--- src/rtl/alu_issue_stage.sv ---
// alu_issue_stage: MIPS decode/issue register driving the 5-bit ALU operation interface
// Ports: clk, rst (sync active-high); upstream in_valid/in_ready with instr, rs_data, rt_data;
//        downstream out_valid/out_ready with registered alu_op, alu_in1, alu_in2, shift_amount, illegal.
// Optional: define ALU_ISSUE_ILLEGAL_EN to register illegal; otherwise illegal is tied to 0.
module alu_issue_stage #(
    parameter int MULDIV_CYCLES = 4
) (
    input  logic        clk,
    input  logic        rst,
    input  logic        in_valid,
    output logic        in_ready,
    input  logic [31:0] instr,
    input  logic [31:0] rs_data,
    input  logic [31:0] rt_data,
    output logic        out_valid,
    input  logic        out_ready,
    output logic [4:0]  alu_op,
    output logic [31:0] alu_in1,
    output logic [31:0] alu_in2,
    output logic [4:0]  shift_amount,
    output logic        illegal
);
    localparam logic [1:0] EMPTY = 2'd0;
    localparam logic [1:0] HOLD  = 2'd1;
    localparam logic [1:0] FULL  = 2'd2;

    logic [1:0]  state;
    logic [3:0]  cnt;
    logic [5:0]  opc, fn;
    logic [4:0]  d_op, d_sh;
    logic [31:0] d_in1, d_in2, simm, zimm;
    logic        d_ill, d_md, cap, unused_rs;

    assign opc       = instr[31:26];
    assign fn        = instr[5:0];
    assign simm      = {{16{instr[15]}}, instr[15:0]};
    assign zimm      = {16'h0000, instr[15:0]};
    assign unused_rs = ^instr[25:21];
    assign d_md      = opc == 6'h00 && (fn == 6'h18 || fn == 6'h1A);
    assign in_ready  = state == EMPTY || (state == FULL && out_ready);
    assign out_valid = state == FULL;
    assign cap       = in_valid && in_ready;

    always_comb begin
        d_op  = 5'b00000;
        d_in1 = rs_data;
        d_in2 = rt_data;
        d_sh  = 5'd0;
        d_ill = 1'b0;
        case (opc)
            6'h00: case (fn)
                6'h00:        begin d_op = 5'b00001; d_sh = instr[10:6]; end
                6'h02:        begin d_op = 5'b00010; d_sh = instr[10:6]; end
                6'h03:        begin d_op = 5'b00011; d_sh = instr[10:6]; end
                6'h04:        d_op = 5'b11001;
                6'h06:        d_op = 5'b11010;
                6'h08:        d_op = 5'b01100;
                6'h18:        d_op = 5'b00110;
                6'h1A:        d_op = 5'b00111;
                6'h20, 6'h21: d_op = 5'b00100;
                6'h22, 6'h23: d_op = 5'b00101;
                6'h24:        d_op = 5'b01010;
                6'h25:        d_op = 5'b01000;
                6'h26:        d_op = 5'b00000;
                6'h27:        d_op = 5'b01001;
                6'h2A:        d_op = 5'b01011;
                default:      d_ill = 1'b1;
            endcase
            6'h01:                      if (instr[20:16] == 5'd1) d_op = 5'b10001; else d_ill = 1'b1;
            6'h04:                      d_op = 5'b01101;
            6'h05:                      d_op = 5'b01110;
            6'h06:                      d_op = 5'b01111;
            6'h07:                      d_op = 5'b10000;
            6'h08, 6'h09, 6'h23, 6'h2B: begin d_op = 5'b00100; d_in2 = simm; end
            6'h0A:                      begin d_op = 5'b01011; d_in2 = simm; end
            6'h0C:                      begin d_op = 5'b01010; d_in2 = zimm; end
            6'h0D:                      begin d_op = 5'b01000; d_in2 = zimm; end
            6'h0E:                      begin d_op = 5'b00000; d_in2 = zimm; end
            6'h0F:                      begin d_op = 5'b10010; d_in2 = zimm; end
            default:                    d_ill = 1'b1;
        endcase
        if (d_ill) begin
            d_in1 = 32'd0;
            d_in2 = 32'd0;
        end
    end

    // MULT/DIV park in HOLD with the operation already registered; the counter
    // expires one cycle before out_valid so total latency equals MULDIV_CYCLES.
    always_ff @(posedge clk) begin
        if (rst) begin
            state        <= EMPTY;
            cnt          <= 4'd0;
            alu_op       <= 5'd0;
            alu_in1      <= 32'd0;
            alu_in2      <= 32'd0;
            shift_amount <= 5'd0;
`ifdef ALU_ISSUE_ILLEGAL_EN
            illegal      <= 1'b0;
`endif
        end else if (cap) begin
            state        <= (d_md && MULDIV_CYCLES > 1) ? HOLD : FULL;
            cnt          <= d_md ? 4'(MULDIV_CYCLES - 1) : 4'd0;
            alu_op       <= d_op;
            alu_in1      <= d_in1;
            alu_in2      <= d_in2;
            shift_amount <= d_sh;
`ifdef ALU_ISSUE_ILLEGAL_EN
            illegal      <= d_ill;
`endif
        end else if (state == HOLD) begin
            cnt <= cnt - 4'd1;
            if (cnt == 4'd1) state <= FULL;
        end else if (out_valid && out_ready) begin
            state <= EMPTY;
        end
    end

`ifndef ALU_ISSUE_ILLEGAL_EN
    assign illegal = 1'b0;
`endif
endmodule

--- config.mk ---
export PLATFORM = sky130hd
export DESIGN_NAME = alu_issue_stage
export DESIGN_NICKNAME = d
export VERILOG_FILES = /design/src/rtl/alu_issue_stage.sv
export SDC_FILE = /design/constraint.sdc
export NUM_CORES = 1
export LEC_CHECK = 0
export ABC_CLOCK_PERIOD_IN_PS = 4500
export CORE_AREA = 2 2 95 97
export DETAILED_ROUTE_END_ITERATION = 12
export DIE_AREA = 0 0 97 99
export PLACE_DENSITY = 0.85
export SETUP_SLACK_MARGIN = 0.05
export SLEW_MARGIN = 20
export SYNTH_ARGS = -nofsm -noshare
export SYNTH_HDL_FRONTEND = slang
export SYNTH_SLANG_ARGS = --single-unit
--- constraint.sdc ---
create_clock -name clk -period 4.5 [get_ports clk]
set_input_delay 0.45 -clock clk [delete_from_list [all_inputs] [get_ports clk]]
set_output_delay 0.45 -clock clk [all_outputs]
set_load 0.02 [all_outputs]
==> reports/results.tsv <==
stage	metric	value	unit
synthesis	yosysSeqAreaShare	42.55	%
sta	setup_viol	0	
synthesis	synth_nets	496	
power	clock_power_share	37.2	%
cts	clock-sinks	80	
flow_run	cap_violations	0	
sta	rsz0062_at_grt	no	
synthesis	ys_types	64	
sta	setup_ws	1.818	ns
sta	finalMaxSlewViolations	0	
die	fp.dieH	99	um
place	hpwl	8185	um
finish	final_core_util	66.17	%
power	finalPower	1.622	mW
power	combPwrFrac	17.4	%
route	wl	11170	um
finish	layout-drive-gt1-share	11.45	%
power	internal-power	1.205	mW
synthesis	synth-main-ff-cell	dfxtp_1	
finish	antenna-diode-count	0	
synthesis	synth_cells	394	
cts	cts_hold_buffers	0	
sta	worstMarginPinSlew	0.8329	ns
synthesis	postSynthAreaPerCell	9.552	sq um
cts	postCtsSetupBuffers	0	
synthesis	ys_ff_latch	80	
place	postPlaceCellArea	5431	sq um
sta	max_freq	0.3729	GHz
place	post-place-ws	1.427	ns
critical_path	cp_max_fo	25	
critical_path	critical_path_required	4.72	ns
die	die_area	9603	sq um
cts	htreeDepth	3	
critical_path	criticalPathCategory	in -> reg	
critical_path	end_kind	flop	
sta	fin_crit	2.682	ns
route	drt-initial-drc-count	182	
die	num_io_pins	177	
place	portBuffers	170	
cts	clkTransAtPathRegs	0.09	ns
synthesis	synth_top_area_share	42.55	%
power	p_seq_share	45.4	%
synthesis	yosysTopAreaCell	dfxtp_1	
route	vias	3596	
sta	relSlewSlack	44.24	%
cts	tritoncts	built	
power	p_switching	417.2	uW
die	num_rows	34	
sta	final.period_utilization	59.60	%
power	leakage	2.115	nW
route	drtPass1Iterations	5	
route	drt-wirelength-per-cell	16.98	um
sta	hold_violations	0	
grt	gr-usage-all-layers	22.45	%
grt	overflow	0	
synthesis	yosysWarnings	0	
grt	grt_pass1_wl	17400	um
synthesis	synth_edf_count	0	
die	core_area	8551	sq um
sta	finalSetupTns	0	ns
synthesis	synth.cell_area	3764	sq um
finish	area_growth	50.33	%
synthesis	async_flop_share	0	%
grt	first_global_vias	3462	
cts	root_buffer	clkbuf_8	
route	via_per_inst	5.465	
cts	cts_resized	0	
cts	clk_path_buf_depth	2	
cts	clock_latency	0.35	ns
critical_path	cp-start-kind	input pin	
finish	fin_nets	648	
critical_path	arrival	2.90	ns
grt	antenna_found_initial	0	
place	place.gp.congestion	0.8478	
finish	final_cell_area	5658	sq um
power	ir_drop	0.0001513	V
power	switching_share	25.72	%
route	drc	0	
die	initial_core_util	44.02	%
outcome	status	finished, final reports clean	
die	fp.dieW	97	um
power	cellPowerDensity	286.7	nW/um^2
min_path	hold_class	reg -> reg	
synthesis	yosys-top-cells-area	dfxtp_1 43%, a22o_1 8.6%, o21ai_2 7.0%, nand2_1 3.9%, a21oi_1 3.7%	
cts	cts_buffers	9	
sta	fin_worst_skew	0.008966	ns
route	ant_nets	0	
grt	grt_max_degree	35	
-- placed cells by master, fill, tap and decap left out, types with 5 or more instances in the layout --
master / count
a21oi_1: 28
a22o_1: 37
a31oi_1: 5
clkbuf_8: 10
clkdlybuf4s50_1: 170
dfxtp_1: 80
inv_1: 6
mux2i_1: 14
nand2_1: 39
nand2b_1: 8
nand3b_1: 7
nor2_1: 12
nor2b_1: 11
nor3_1: 11
o21ai_1: 9
o21ai_2: 30
-- power by group through the flow --
stage	Combinational, mW	Clock (mW)	Sequential [mW]
after CTS	0.283	0.613	0.736
after floorplan	0.126	0	0.769
after detailed placement	0.280	0	0.752
after global placement	0.274	0	0.751
after global routing	0.302	0.642	0.738
final	0.283	0.603	0.736
-- cell type report --
class	count	area [sq um]
Timing Repair Buffer	174	1732
Clock inverter	5	88.84
Tap cell	108	135.1
Multi-Input combinational cell	274	1937
Fill cell	668	2893
Clock buffer	10	137.6
Inverter	7	26.28
Sequential cell	80	1602
-- cells in the mapped netlist, types with 8 or more instances --
library cell  count
nor2_1           13
a21oi_1          28
nor2b_1          11
dfxtp_1          80
a22o_1           37
clkbuf_1          9
nor3_1           11
buf_2            10
o21ai_1           9
nand2b_1          8
nand2_1          39
mux2i_1          14
o21ai_2          30
-- final timing paths --
| kind | from | endpoint | slack [ns] | cells past startpoint |
|---|---|---|---|---|
| worst max-delay path | instr[28] | alu_in2[14] | 1.82 | 7 |
| worst min register to register | alu_in2[0] | alu_in2[0] | 0.45 | 2 |
| worst max register to register | state[1] | alu_in1[17] | 2.52 | 5 |
| worst min-delay path | alu_in2[0] | alu_in2[0] | 0.45 | 2 |
-- critical path: stages --
cell and delay [ns]:
clkdlybuf4s50_1 0.78, and4b_1 0.30, a21oi_2 0.18, or2_1 0.44
buf_4 0.39, mux2i_1 0.28, o21ai_2 0.06
-- per-stage QoR --
step	hold WS [ns]	cells
finish	0.4515	658
global route	0.4725	658
CTS	0.4540	658
detailed placement	0.4406	643
global placement	0.4352	643
floorplan	0.4835	394
-- state kept, by name (all words and copies together) (netlist names) --
signal        flops
shift_amount      5
cnt               4
alu_in1          32
alu_op            5
alu_in2          32
state             2
-- layer usage --
| layer | vias up | wire (um) | GRT usage (%) |
|---|---|---|---|
| li1 | 1743 | - | - |
| met1 | 1681 | 4488 | 26.94 |
| met2 | 152 | 5734 | 39.64 |
| met3 | 20 | 715 | 5.319 |
| met4 | 0 | 232 | 7.476 |
| met5 | - | 0 | 0 |
-- cells by family after synthesis --
logic type / share of synthesized area, %
xor gates and xnor gates: 1.164
muxes: 3.723
buffers and inverters: 6.416
other: 0.09964
AOI/OAI and AO/OA: 28.76
DFF: 42.55
and+or+nand+nor: 16.62
adders and majority gates: 0.6648
(Power assumes the default switching activity.)
